**src/rtl/pipeline_pkg.sv**
```systemverilog
// Shared pipeline definitions: MEM-stage FSM states, default widths and the
// MEM/WB register bundle handed to write-back.
package pipeline_pkg;

    localparam int DATA_W_DEF = 32;
    localparam int REG_W_DEF  = 5;

    typedef enum logic {
        IDLE = 1'b0,
        WAIT = 1'b1
    } state_t;

    typedef struct packed {
        logic                  valid;
        logic                  RegWrite;
        logic                  MemtoReg;
        logic [DATA_W_DEF-1:0] memdata;
        logic [DATA_W_DEF-1:0] alu;
        logic [REG_W_DEF-1:0]  regdst;
    } mem_wb_t;

    // Word accesses only: the two low address bits must be zero.
    function automatic logic is_aligned(input logic [1:0] low_bits);
        return (low_bits == 2'b00);
    endfunction

endpackage

```
**src/rtl/mem_wb_reg.sv**
```systemverilog
// MEM/WB pipeline register. A bubble clears the whole bundle and wins over
// a load; with neither asserted the register holds its contents.
module mem_wb_reg
    import pipeline_pkg::*;
(
    input  logic    clk,
    input  logic    rst,
    input  logic    load,
    input  logic    bubble,
    input  mem_wb_t d,
    output mem_wb_t q
);

    // Register the bundle, inserting an all-zero bubble when requested.
    always_ff @(posedge clk or posedge rst) begin
        if (rst) begin
            q <= '0;
        end else if (bubble) begin
            q <= '0;
        end else if (load) begin
            q <= d;
        end
    end

endmodule

```
**src/rtl/mem_stage.sv**
```systemverilog
// MEM pipeline stage: branch/jump redirect, load/store over a req/ack data
// memory port with timeout abort, pipeline stall while an access is
// outstanding, and the MEM/WB register.
// Optional build macro FORWARD_PORTS_EN adds combinational forwarding
// outputs (MEM_RegWrite, MEMRegRd, MEM_aluval) describing the instruction
// currently in EX/MEM; loads are excluded because their data is not ready.
module mem_stage
    import pipeline_pkg::*;
#(
    parameter int DATA_W  = DATA_W_DEF,
    parameter int REG_W   = REG_W_DEF,
    parameter int TIMEOUT = 15
) (
    input  logic              CLK,
    input  logic              RST,
    input  logic              valid_in,
    input  logic              branch_in,
    input  logic              jump_in,
    input  logic              MemRead_in,
    input  logic              MemWrite_in,
    input  logic              RegWrite_in,
    input  logic              MemtoReg_in,
    input  logic [DATA_W-1:0] add_in,
    input  logic [DATA_W-1:0] alu_in,
    input  logic              aluzero_in,
    input  logic [DATA_W-1:0] readdata2_in,
    input  logic [REG_W-1:0]  regdst_in,
    output logic              dmem_req,
    output logic              dmem_we,
    output logic [DATA_W-1:0] dmem_addr,
    output logic [DATA_W-1:0] dmem_wdata,
    input  logic [DATA_W-1:0] dmem_rdata,
    input  logic              dmem_ack,
    output logic              pcsrc,
    output logic [DATA_W-1:0] branch_target,
    output logic              stall,
    output logic              err_out,
    output logic              valid_out,
    output logic              RegWrite_out,
    output logic              MemtoReg_out,
    output logic [DATA_W-1:0] memdata_out,
    output logic [DATA_W-1:0] alu_out,
    output logic [REG_W-1:0]  regdst_out
`ifdef FORWARD_PORTS_EN
   ,output logic              MEM_RegWrite,
    output logic [REG_W-1:0]  MEMRegRd,
    output logic [DATA_W-1:0] MEM_aluval
`endif
);

    localparam int CNT_W = $clog2(TIMEOUT + 1);

    state_t             state;
    state_t             next_state;
    logic [CNT_W-1:0]   cnt;
    logic               err_q;

    logic [DATA_W-1:0]  cap_addr;
    logic [DATA_W-1:0]  cap_wdata;
    logic               cap_we;
    logic               cap_load;
    logic               cap_regwrite;
    logic               cap_memtoreg;
    logic [REG_W-1:0]   cap_regdst;

    logic               acc;
    logic               timed_out;
    logic               start;
    logic               cnt_inc;
    logic               set_err;
    logic               wb_bubble;
    mem_wb_t            wb_d;
    mem_wb_t            wb_q;

    assign acc           = valid_in & (MemRead_in | MemWrite_in);
    assign timed_out     = (cnt == CNT_W'(TIMEOUT));
    assign pcsrc         = valid_in & ((branch_in & aluzero_in) | jump_in);
    assign branch_target = add_in;
    assign err_out       = err_q;

    // State register; reset abandons any outstanding access.
    always_ff @(posedge CLK or posedge RST) begin
        if (RST) begin
            state <= IDLE;
        end else begin
            state <= next_state;
        end
    end

    // Next state, memory port drive, stall and MEM/WB input selection.
    always_comb begin
        next_state = state;
        dmem_req   = 1'b0;
        dmem_we    = 1'b0;
        dmem_addr  = '0;
        dmem_wdata = '0;
        stall      = 1'b0;
        start      = 1'b0;
        cnt_inc    = 1'b0;
        set_err    = 1'b0;
        wb_bubble  = 1'b0;
        wb_d       = '0;
        if (!RST) begin
            case (state)
                IDLE: begin
                    if (acc) begin
                        wb_bubble = 1'b1;
                        if (!is_aligned(alu_in[1:0])) begin
                            set_err = 1'b1;
                        end else begin
                            dmem_req   = 1'b1;
                            dmem_we    = MemWrite_in;
                            dmem_addr  = alu_in;
                            dmem_wdata = readdata2_in;
                            stall      = 1'b1;
                            start      = 1'b1;
                            next_state = WAIT;
                        end
                    end else begin
                        wb_d.valid    = valid_in;
                        wb_d.RegWrite = RegWrite_in & valid_in;
                        wb_d.MemtoReg = MemtoReg_in;
                        wb_d.alu      = alu_in;
                        wb_d.regdst   = regdst_in;
                    end
                end
                WAIT: begin
                    dmem_req   = 1'b1;
                    dmem_we    = cap_we;
                    dmem_addr  = cap_addr;
                    dmem_wdata = cap_wdata;
                    if (dmem_ack) begin
                        wb_d.valid    = 1'b1;
                        wb_d.RegWrite = cap_regwrite;
                        wb_d.MemtoReg = cap_memtoreg;
                        wb_d.memdata  = cap_load ? dmem_rdata : '0;
                        wb_d.alu      = cap_addr;
                        wb_d.regdst   = cap_regdst;
                        next_state    = IDLE;
                    end else if (timed_out) begin
                        set_err    = 1'b1;
                        wb_bubble  = 1'b1;
                        next_state = IDLE;
                    end else begin
                        stall     = 1'b1;
                        wb_bubble = 1'b1;
                        cnt_inc   = 1'b1;
                    end
                end
                default: next_state = IDLE;
            endcase
        end
    end

    // Capture the access at issue, run the wait counter and hold the sticky error.
    always_ff @(posedge CLK or posedge RST) begin
        if (RST) begin
            cnt          <= '0;
            err_q        <= 1'b0;
            cap_addr     <= '0;
            cap_wdata    <= '0;
            cap_we       <= 1'b0;
            cap_load     <= 1'b0;
            cap_regwrite <= 1'b0;
            cap_memtoreg <= 1'b0;
            cap_regdst   <= '0;
        end else begin
            if (set_err) begin
                err_q <= 1'b1;
            end
            if (start) begin
                cnt          <= CNT_W'(1);
                cap_addr     <= alu_in;
                cap_wdata    <= readdata2_in;
                cap_we       <= MemWrite_in;
                cap_load     <= ~MemWrite_in;
                cap_regwrite <= RegWrite_in;
                cap_memtoreg <= MemtoReg_in;
                cap_regdst   <= regdst_in;
            end else if (cnt_inc) begin
                cnt <= cnt + CNT_W'(1);
            end else if (state == WAIT) begin
                cnt <= '0;
            end
        end
    end

    mem_wb_reg u_mem_wb_reg (
        .clk    (CLK),
        .rst    (RST),
        .load   (1'b1),
        .bubble (wb_bubble),
        .d      (wb_d),
        .q      (wb_q)
    );

    assign valid_out    = wb_q.valid;
    assign RegWrite_out = wb_q.RegWrite;
    assign MemtoReg_out = wb_q.MemtoReg;
    assign memdata_out  = wb_q.memdata;
    assign alu_out      = wb_q.alu;
    assign regdst_out   = wb_q.regdst;

`ifdef FORWARD_PORTS_EN
    assign MEM_RegWrite = valid_in & RegWrite_in & ~MemRead_in;
    assign MEMRegRd     = regdst_in;
    assign MEM_aluval   = alu_in;
`endif

endmodule

```
**config.mk**
```make
export PLATFORM = sky130hd
export DESIGN_NAME = mem_stage
export DESIGN_NICKNAME = d
export VERILOG_FILES = /design/src/rtl/pipeline_pkg.sv /design/src/rtl/mem_wb_reg.sv /design/src/rtl/mem_stage.sv
export SDC_FILE = /design/constraint.sdc
export NUM_CORES = 1
export LEC_CHECK = 0
export CORE_MARGIN = 2
export CORE_UTILIZATION = 39
export DETAILED_ROUTE_END_ITERATION = 12
export GPL_TIMING_DRIVEN = 0
export HOLD_SLACK_MARGIN = 0.05
export MAX_ROUTING_LAYER = met4
export PLACE_DENSITY_LB_ADDON = 0.25
export RECOVER_POWER = 100
export SLEW_MARGIN = 20
export SYNTH_ARGS = -nofsm -noshare
export SYNTH_HDL_FRONTEND = slang
export SYNTH_HIERARCHICAL = 1
export SYNTH_SLANG_ARGS = --single-unit
```
**constraint.sdc**
```tcl
create_clock -name CLK -period 2.5 [get_ports CLK]
set_input_delay 0.25 -clock CLK [delete_from_list [all_inputs] [get_ports CLK]]
set_output_delay 0.25 -clock CLK [all_outputs]
set_load 0.02 [all_outputs]
```
# Word level (Yosys, flattened, before mapping)
# Cells that the tools add are included.
[word_totals]
register_bits = 151
latch_bits = 0
mem_bits_rw = 0
rom_bits = 0
word_cells = 74
memories = 0
[op_classes]
addsub = 1
mul = 0
n_div = 0
order_cmp = 0
n_eq_ne = 1
shifts = 0
muxes = 46
bitwise = 8
reduce_logical = 2
[ops]
columns = ["cell", "count"]
rows = [
  ["two-way mux 32 bit", 8],
  ["two-way mux 72 bit", 3],
  ["one-hot mux 32 bit (2 select lines)", 2],
  ["one-hot mux 37 bit (2 select lines)", 1],
  ["two-way mux 37 bit", 1],
  ["two-way mux 1 bit", 21],
  ["two-way mux 4 bit", 3],
  ["one-hot mux 1 bit (2 select lines)", 5],
  ["one-hot mux 3 bit (2 select lines)", 1],
  ["adder 4 x 1 -> 4 bit, second input constant", 1],
  ["AND 1 bit", 4],
  ["== test 4 bit, second input constant", 1],
  ["two-way mux 3 bit", 1],
  ["nonzero test 3 bit", 1],
  ["logical NOT 2 bit", 1],
  ["NOT 1 bit", 2],
  ["OR 1 bit", 2],
]

# Longest topological paths before layout
# Gate-level depths: netlist (run 1).
[depth]
word_depth = 7
depth_mapped = 7
ltp_nobuf = 5

# Modules after synthesis
# Netlist (run 1), hierarchy kept.
[by_module_without_submodules]
columns = ["mod", "instances", "cells_each", "area_per_inst_um2", "seq_area_each_um2"]
rows = [
  ["mem_stage", 1, 411, 4647.0, 1976.9],
  ["mem_wb_reg", 1, 233, 2944.1, 1801.7],
]

# Worst setup path before layout (run 1)
# Ideal clock, no wire load.
[synth_timing]
path_kind = "input port to flip-flop"
from = "input port RST"
to = "register u_mem_wb_reg/q[0] (netlist bit)"
setup_ps = 132
t_arrival_ps = 2815
required_ps = 2368
path_slack_ps = -447
cell_stages = 6
n_path_buf = 2
cell_sequence = "inv_1 -> nand3_1 -> o21ai_0 -> clkbuf_2 -> buf_1 -> nor2_1"
[synth_between]
elab_chain_cells = 2
[synth_rtl]
columns = ["element", "line_no", "rtl"]
rows = [
  ["start, declared", "mem_stage.sv:15", "input logic RST,"],
  ["two-way mux 1 bit", "mem_stage.sv:103", "if (!RST) begin"],
  ["net wb_bubble", "mem_stage.sv:71", "logic wb_bubble;"],
  ["two-way mux 72 bit", "mem_wb_reg.sv:18", "end else if (bubble) begin"],
  ["end signal, assigned", "mem_wb_reg.sv:17", "q <= '0;"],
  ["end signal, assigned", "mem_wb_reg.sv:19", "q <= '0;"],
  ["end signal, assigned", "mem_wb_reg.sv:21", "q <= d;"],
  ["end, declared", "mem_wb_reg.sv:11", "output mem_wb_t q"],
]
# The timed path passes the listed nets, and every way through them passes these cells.
# A chain may end at the register's enable or synchronous reset.

# Final worst setup path (run 1)
[layout_timing]
from = "input port MemWrite_in"
to = "output port dmem_wdata[22]"
[layout_between]
elab_chain_cells = 5
[layout_rtl]
columns = ["element", "line_no", "rtl"]
rows = [
  ["start, declared", "mem_stage.sv:20", "input logic MemWrite_in,"],
  ["OR 1 bit", "mem_stage.sv:75", "assign acc = valid_in & (MemRead_in | MemWrite_in);"],
  ["AND 1 bit", "mem_stage.sv:75", ""],
  ["two-way mux 32 bit", "mem_stage.sv:106", "if (acc) begin"],
  ["one-hot mux 32 bit (2 select lines)", "mem_stage.sv:104", "case (state)"],
  ["two-way mux 32 bit", "mem_stage.sv:103", ""],
  ["end, declared", "mem_stage.sv:31", "output logic [DATA_W-1:0] dmem_wdata,"],
]
# Every way passes these cells.

==> results of run 1 <==
==> per-stage QoR <==
stage                     total power (uW)  cells
after floorplan                       3975    644
after global placement                4627   1193
after detailed placement              4681   1196
after CTS                             7441   1228
after global routing                  7695   1232
final                                 7336   1232
==> synthesized netlist by cell type, drive strengths merged, types with 6 or more instances <==
cell    instances
nor2           80
mux2           70
nand2           6
mux2i          79
clkbuf         13
and2           38
a22o           95
buf            69
inv             6
dfrtp         151
==> worst max-delay path, delay by kind of cell <==
| kind | cells | cell delay [ps] |
|---|---|---|
| buf+inv | 5 | 1240 |
| simple gates | 1 | 150 |
| compound gates | 2 | 550 |
==> path summary, 6_finish.rpt <==
check / startpoint / to / slack [ps] / cells past startpoint
setup / recovery: MemWrite_in / dmem_wdata[22] / 60 / 8
min in group CLK: readdata2_in[27] / cap_wdata[27]$_DFFE_PP0P_ / 460 / 2
setup reg to reg: state$_DFFE_PP0N_ / u_mem_wb_reg/q[6]$_DFFE_PP0P_ / 250 / 7
hold / removal: RST / err_out$_DFFE_PP0P_ / 20 / 2
max in group asynchronous: RST / u_mem_wb_reg/q[39]$_DFFE_PP0P_ / 530 / 3
hold reg to reg: cap_wdata[16]$_DFFE_PP0P_ / cap_wdata[16]$_DFFE_PP0P_ / 510 / 1
==> layout by cell type, fill, tap and decap left out, types with 4 or more instances in the layout <==
master and count:
a21oi_1 5, a22o_1 95, and2_1 38, buf_2 6, buf_4 39, buf_6 4
buf_8 7, bufinv_16 4, clkbuf_1 26, clkbuf_16 17, clkbuf_2 8, clkdlybuf4s15_2 11
clkdlybuf4s50_1 110, dfrtp_1 151, dlygate4sd2_1 47, dlygate4sd3_1 106, inv_1 4, inv_6 4
mux2_2 70, mux2i_1 79, nand2_1 6, nand3_1 5, nor2_1 80, nor2b_1 4
o21ai_0 4
==> metal layers <==
| layer | vias up | wire, um | GRT usage | part of all wire |
|---|---|---|---|---|
| met3 | 15 | 1836 | 0.06698 | 0.082 |
| met5 | - | 0 | - | 0 |
| met1 | 3019 | 9772 | 0.2891 | 0.44 |
| li1 | 2885 | - | - | - |
| met2 | 213 | 10530 | 0.3391 | 0.47 |
| met4 | 0 | 201 | 0.04747 | 0.0090 |
==> flip-flops by register name, summed over array words and instances, names as in the netlist <==
| name | cells |
|---|---|
| state | 1 |
| cap_we | 1 |
| cap_memtoreg | 1 |
| cap_load | 1 |
| cap_regdst | 5 |
| cap_addr | 32 |
| cap_wdata | 32 |
| err_out | 1 |
| cap_regwrite | 1 |
| u_mem_wb_reg/q | 72 |
| cnt | 4 |
==> cell type report <==
type                    count  area [sq um]  share of cell area
flip-flops and latches    151          3779              0.3309
multi-input cells         405          3237              0.2835
repair buffers            290          2808              0.2459
plain buffers              82         598.1             0.05238
clock buffers              18         439.2             0.03846
well taps                 265         331.6             0.02904
clock inverters            14         193.9             0.01698
inverters                   6         27.53            0.002411
repair inverters            1         5.005           0.0004383
==> kinds of logic after synthesis <==
logic type | Yosys count | synth area share
and+or+nand+nor | 142 | 0.09049
muxes | 149 | 0.2080
buffers and inverters | 88 | 0.07780
AOI/OAI and AO/OA | 112 | 0.1238
other | 1 | 0.0004940
DFF | 151 | 0.4978
adders and majority gates | 1 | 0.001648
==> timing repair <==
item                                    CTS  global route
pin swaps                                 1             0
cloned                                    0             1
buffers inserted                          0             3
resized for setup                       135            15
endpoints found under the setup margin  136            93
==> report_power, final <==
group          switching (uW)  internal, uW
clock network            1060          1710
logic                     701           801
registers                 232          2830
total                    2000          5340
==> results_dict.tcl, run 1 <==
set metrics [dict create \
    outcome "finished, violations left" \
    violations "capacitance limit, slew limit" \
    tightest_slew_ps 1668 \
    arrival_ps 2190 \
    worst_setup_path_start_kind "primary input" \
    crit_chain "clkdlybuf4s50_1 -> o21a_4 -> and2_1 -> buf_6 -> buf_12 -> buf_6 -> a22o_1 -> clkdlybuf4s15_2" \
    fin_util 0.5925 \
    fin_crit_sh 0.9765 \
    fp.dieW_um 143.5 \
    dp_worst_setup_slack_ps -879.8 \
    io_buffers 284 \
    netlist_area_sq_mm 0.007591 \
    worst_slack_ps 58.65 \
    overflow 0 \
    setup_violations 0 \
    nFillCells 1687 \
    numCtsBuffers 17 \
    cellLeakagePower_uw 0.005666 \
    power_density_mw_per_mm2 642.5 \
    synthesis.nets 789 \
    cts_tree "yes" \
    synthArstFlopShare 1.000 \
    drv_cap 1 \
    synth_edf_count 0 \
    clkTransAtPathRegs_ps 70 \
    die_area_sq_mm 0.02060 \
    crit_fanout 10 \
    placed_cell_area_sq_mm 0.01084 \
    slowest_stage "clkdlybuf4s50_1" \
    ir_drop_mv 0.4796 \
    end_kind "output port" \
    clockRootBuffer "clkbuf_16" \
    hold-worst-slack_ps 19.74 \
    slew_headroom -0.1118 \
    clock_sink_count 151 \
    ys_seq_elements 151 \
    drt_iter0_markers 298 \
    drc 0 \
    grt_pass1_vias 6175 \
    h-tree-depth 4 \
    cts.path.max_buffers 2 \
    min_path_type "primary input to asynchronous set/reset pin" \
    finClkSkew_ps 12.74 \
    firstDrtPassIters 4 \
    area.growth.synth_to_final_pct 50.42 \
    pin_count 317 \
    yosys.area.top_type "dfrtp_1" \
    hold_viol_final 0 \
    cp_common_cell "buf_6" \
    synth_top_cell_area_share 0.4978 \
    cts_hold_buffers 0 \
    critPathRequiredTime_ps 2250 \
    vias_per_cell 4.977 \
    worst-setup-path-type "primary input to output port" \
    grt_usage 0.2203 \
    wl_per_cell_um 18.14 \
    yosys-top-cells-area "dfrtp_1, a22o_1, mux2i_1" \
    core-area_sq_mm 0.01927 \
    ys.flop_type "dfrtp_1" \
    max_freq_mhz 409.6 \
    finalSetupTns_ps 0 \
    grt_setup_unrepaired "false" \
    ys_types 34 \
    grt_pass1_wl_um 33730 \
    insertion_delay_ps 430 \
    syn_area_per_cell_sq_um 11.79 \
    place.gp.congestion 0.7978 \
    netlist_instances 644 \
    vias 6132 \
    hpwl_um 16140 \
    final_max_slew_viol_count 30 \
    totalWireLength_um 22340 \
    period_minus_slack_ps 2441 \
    ys_seq_area_frac 0.4978 \
    synth_warnings 6 \
    die_h_um 143.5 \
    drive_gt1_frac 0.1944 \
    antenna_found_initial 0 \
    final_cell_area_sq_mm 0.01142 \
    grt_max_degree 46 \
    drtAntennaViolNets 0 \
    rows 51 \
    insertedDiodeCount 0 \
    final_nets 1099 \
    cpPeakStageDelay_ps 550 \
    initial_core_util 0.3939 \
]
Power figures use the tool's default switching activity.
==> run 2, diff against run 1 <==
==> constraint.sdc (replaced) <==
create_clock -name CLK -period 2.5 [get_ports CLK]
set_input_delay 0.375 -clock CLK [delete_from_list [all_inputs] [get_ports CLK]]
set_output_delay 0.375 -clock CLK [all_outputs]
set_load 0.02 [all_outputs]
==> run 2 against run 1 <==
The run still ends with capacitance limit, slew limit left. Sequential share of layout area rose by 0.45 points. Global-route usage rose by 0.051 points. Total power rose by 0.17%. Design area fell by 1.3%. Highest routed layer unchanged. Utilization fell by 0.80 points. Critical path depth did not move. Routed wire length barely moved. Clock skew barely moved. Largest power group unchanged. Sequential cell count did not move. First-iteration DRC count rose by 1.7%. Clock power barely moved. Combinational power barely moved.
==> results_dict.tcl, run 2 (same netlist as run 1, synthesis figures left out) <==
set metrics [dict create \
    area.growth.synth_to_final_pct 48.39 \
    wl_met1_um 9751 \
    rows 51 \
    critPathRequiredTime_ps 2120 \
    pin_count 317 \
    slew_headroom -0.1210 \
    ir_drop_mv 0.4870 \
    regMostFlops "u_mem_wb_reg/q" \
    drv_cap 1 \
    finalSetupTns_ps 0 \
    power_density_mw_per_mm2 652.4 \
    cts_tree "yes" \
    p_sw_uw 1999 \
    max_freq_mhz 410.0 \
    numCtsBuffers 17 \
    fin_util 0.5845 \
    top_layer_used "met4" \
    arrival_ps 2060 \
    drc 0 \
    crit_fanout 10 \
    cts_hold_buffers 0 \
    violations "capacitance limit, slew limit" \
    die_area_sq_mm 0.02060 \
    drtAntennaViolNets 0 \
    totalWireLength_um 22350 \
    crit_chain "clkdlybuf4s50_1 -> o21a_4 -> and2_1 -> buf_6 -> buf_12 -> buf_6 -> a22o_1 -> buf_4" \
    hpwl_um 16140 \
    cp_common_cell "buf_6" \
    vias_per_cell 4.952 \
    end_kind "output port" \
    top_regs "u_mem_wb_reg/q: 72 flops, cap_addr: 32 flops, cap_wdata: 32 flops" \
    largest_reg_flops 72 \
    clockRootBuffer "clkbuf_16" \
    met2_length_um 10600 \
    slowest_stage "clkdlybuf4s50_1" \
    vias 6111 \
    p_seq_frac 0.418 \
    initial_core_util 0.3939 \
    drt_iter0_markers 303 \
    crit_family "buffers and inverters" \
    cpPeakStageDelay_ps 450 \
    drive_gt1_frac 0.2583 \
    overflow 0 \
    clock_sink_count 151 \
    grt_max_degree 46 \
    final_cell_mix "clkdlybuf4s50_1, dfrtp_1, a22o_1" \
    final_max_slew_viol_count 30 \
    die_h_um 143.5 \
    grt_usage 0.2208 \
    nFillCells 1699 \
    h-tree-depth 4 \
    switching_share 0.2720 \
    outcome "finished, violations left" \
    worst_setup_path_start_kind "primary input" \
    p_int_uw 5350 \
    finClkSkew_ps 12.46 \
    pwr-share-clk 0.377 \
    setup_violations 0 \
    grt_pass1_vias 6192 \
    hold-worst-slack_ps 83.91 \
    insertion_delay_ps 430 \
    place_inst 1196 \
    fp.dieW_um 143.5 \
    cts.path.max_buffers 2 \
    grt_pass1_wl_um 33780 \
    final_cell_area_sq_mm 0.01126 \
    critPathBufInv 5 \
    firstDrtPassIters 4 \
    place.gp.congestion 0.7978 \
    clkTransAtPathRegs_ps 70 \
    final_cells 1234 \
    core-area_sq_mm 0.01927 \
    cellLeakagePower_uw 0.005360 \
    antenna_found_initial 1 \
    tightest_slew_ps 1682 \
    io_buffers 284 \
    route.met3.wl_um 1791 \
    power_frac_comb 0.206 \
    wl_per_cell_um 18.11 \
    placed_cell_area_sq_mm 0.01084 \
    final_nets 1100 \
    period_minus_slack_ps 2439 \
    worst-setup-path-type "primary input to output port" \
    final_common_cell "clkdlybuf4s50_1" \
    hold_viol_final 0 \
    min_path_type "primary input to asynchronous set/reset pin" \
    fin_crit_sh 0.9756 \
]
-- run 2: cell types whose count changed in the layout (fill, tap and decap cells not counted), sizes merged --
cell and delta:
clkdlybuf4s50 +70, dlymetal6s2s -1, diode +1, buf +45, clkdlybuf4s15 -6, clkbuf +9, dlygate4sd3 -74, dlygate4sd2 -41
clkdlybuf4s25 -1
-- run 2: final cells by class --
type | instances | area [sq um] | share of cell area
timing repair buffer | 291 | 2609 | 0.2316
clock inverter | 14 | 193.9 | 0.01722
buffer | 82 | 626.9 | 0.05565
timing repair inverter | 1 | 5.005 | 0.0004443
tap | 265 | 331.6 | 0.02943
multi-input combinational | 405 | 3251 | 0.2886
sequential | 151 | 3779 | 0.3354
inverter | 6 | 27.53 | 0.002444
antenna | 1 | 2.502 | 0.0002221
clock buffer | 18 | 439.2 | 0.03899
-- run 2: timing repair --
action	4_1_cts	5_1_grt
setup endpoints to repair	139	124
gates cloned	0	1
setup buffers	3	1
gates resized for setup	190	72
pin swaps	1	0
-- run 2: per-layer routing --
layer | track usage | up-vias
met5 | - | -
met4 | 0.04747 | 0
met3 | 0.06465 | 16
met2 | 0.3434 | 226
met1 | 0.2885 | 2976
li1 | - | 2893
-- run 2: worst paths after layout --
| path | slack, ps | endpoint | start | depth (start not counted) |
|---|---|---|---|---|
| max in group asynchronous | 480 | u_mem_wb_reg/q[39]$_DFFE_PP0P_ | RST | 3 |
| worst min register to register | 510 | cap_wdata[8]$_DFFE_PP0P_ | cap_wdata[8]$_DFFE_PP0P_ | 1 |
| min in group CLK | 440 | cap_load$_DFFE_PP0P_ | MemWrite_in | 2 |
| worst min-delay path | 80 | cap_we$_DFFE_PP0P_ | RST | 2 |
| worst max-delay path | 60 | dmem_wdata[21] | MemRead_in | 8 |
| worst max register to register | 350 | u_mem_wb_reg/q[36]$_DFFE_PP0P_ | state$_DFFE_PP0N_ | 6 |
-- run 2: metrics by stage --
stage	total power [uW]	setup WS (ps)
finish	7349	61.12
global route	7706	-3.883
detailed placement	4681	-1130
floorplan	3975	26.07
CTS	7433	0.5242
global placement	4627	-1986
-- run 2: power by group through the flow --
| stage | registers [uW] | logic (uW) | clock network, uW |
|---|---|---|---|
| final | 3070 | 1510 | 2770 |
| after global routing | 3120 | 1640 | 2950 |
| after CTS | 3070 | 1540 | 2820 |
| after detailed placement | 3110 | 1570 | 0 |
| after global placement | 3090 | 1540 | 0 |
| after floorplan | 3120 | 855 | 0 |
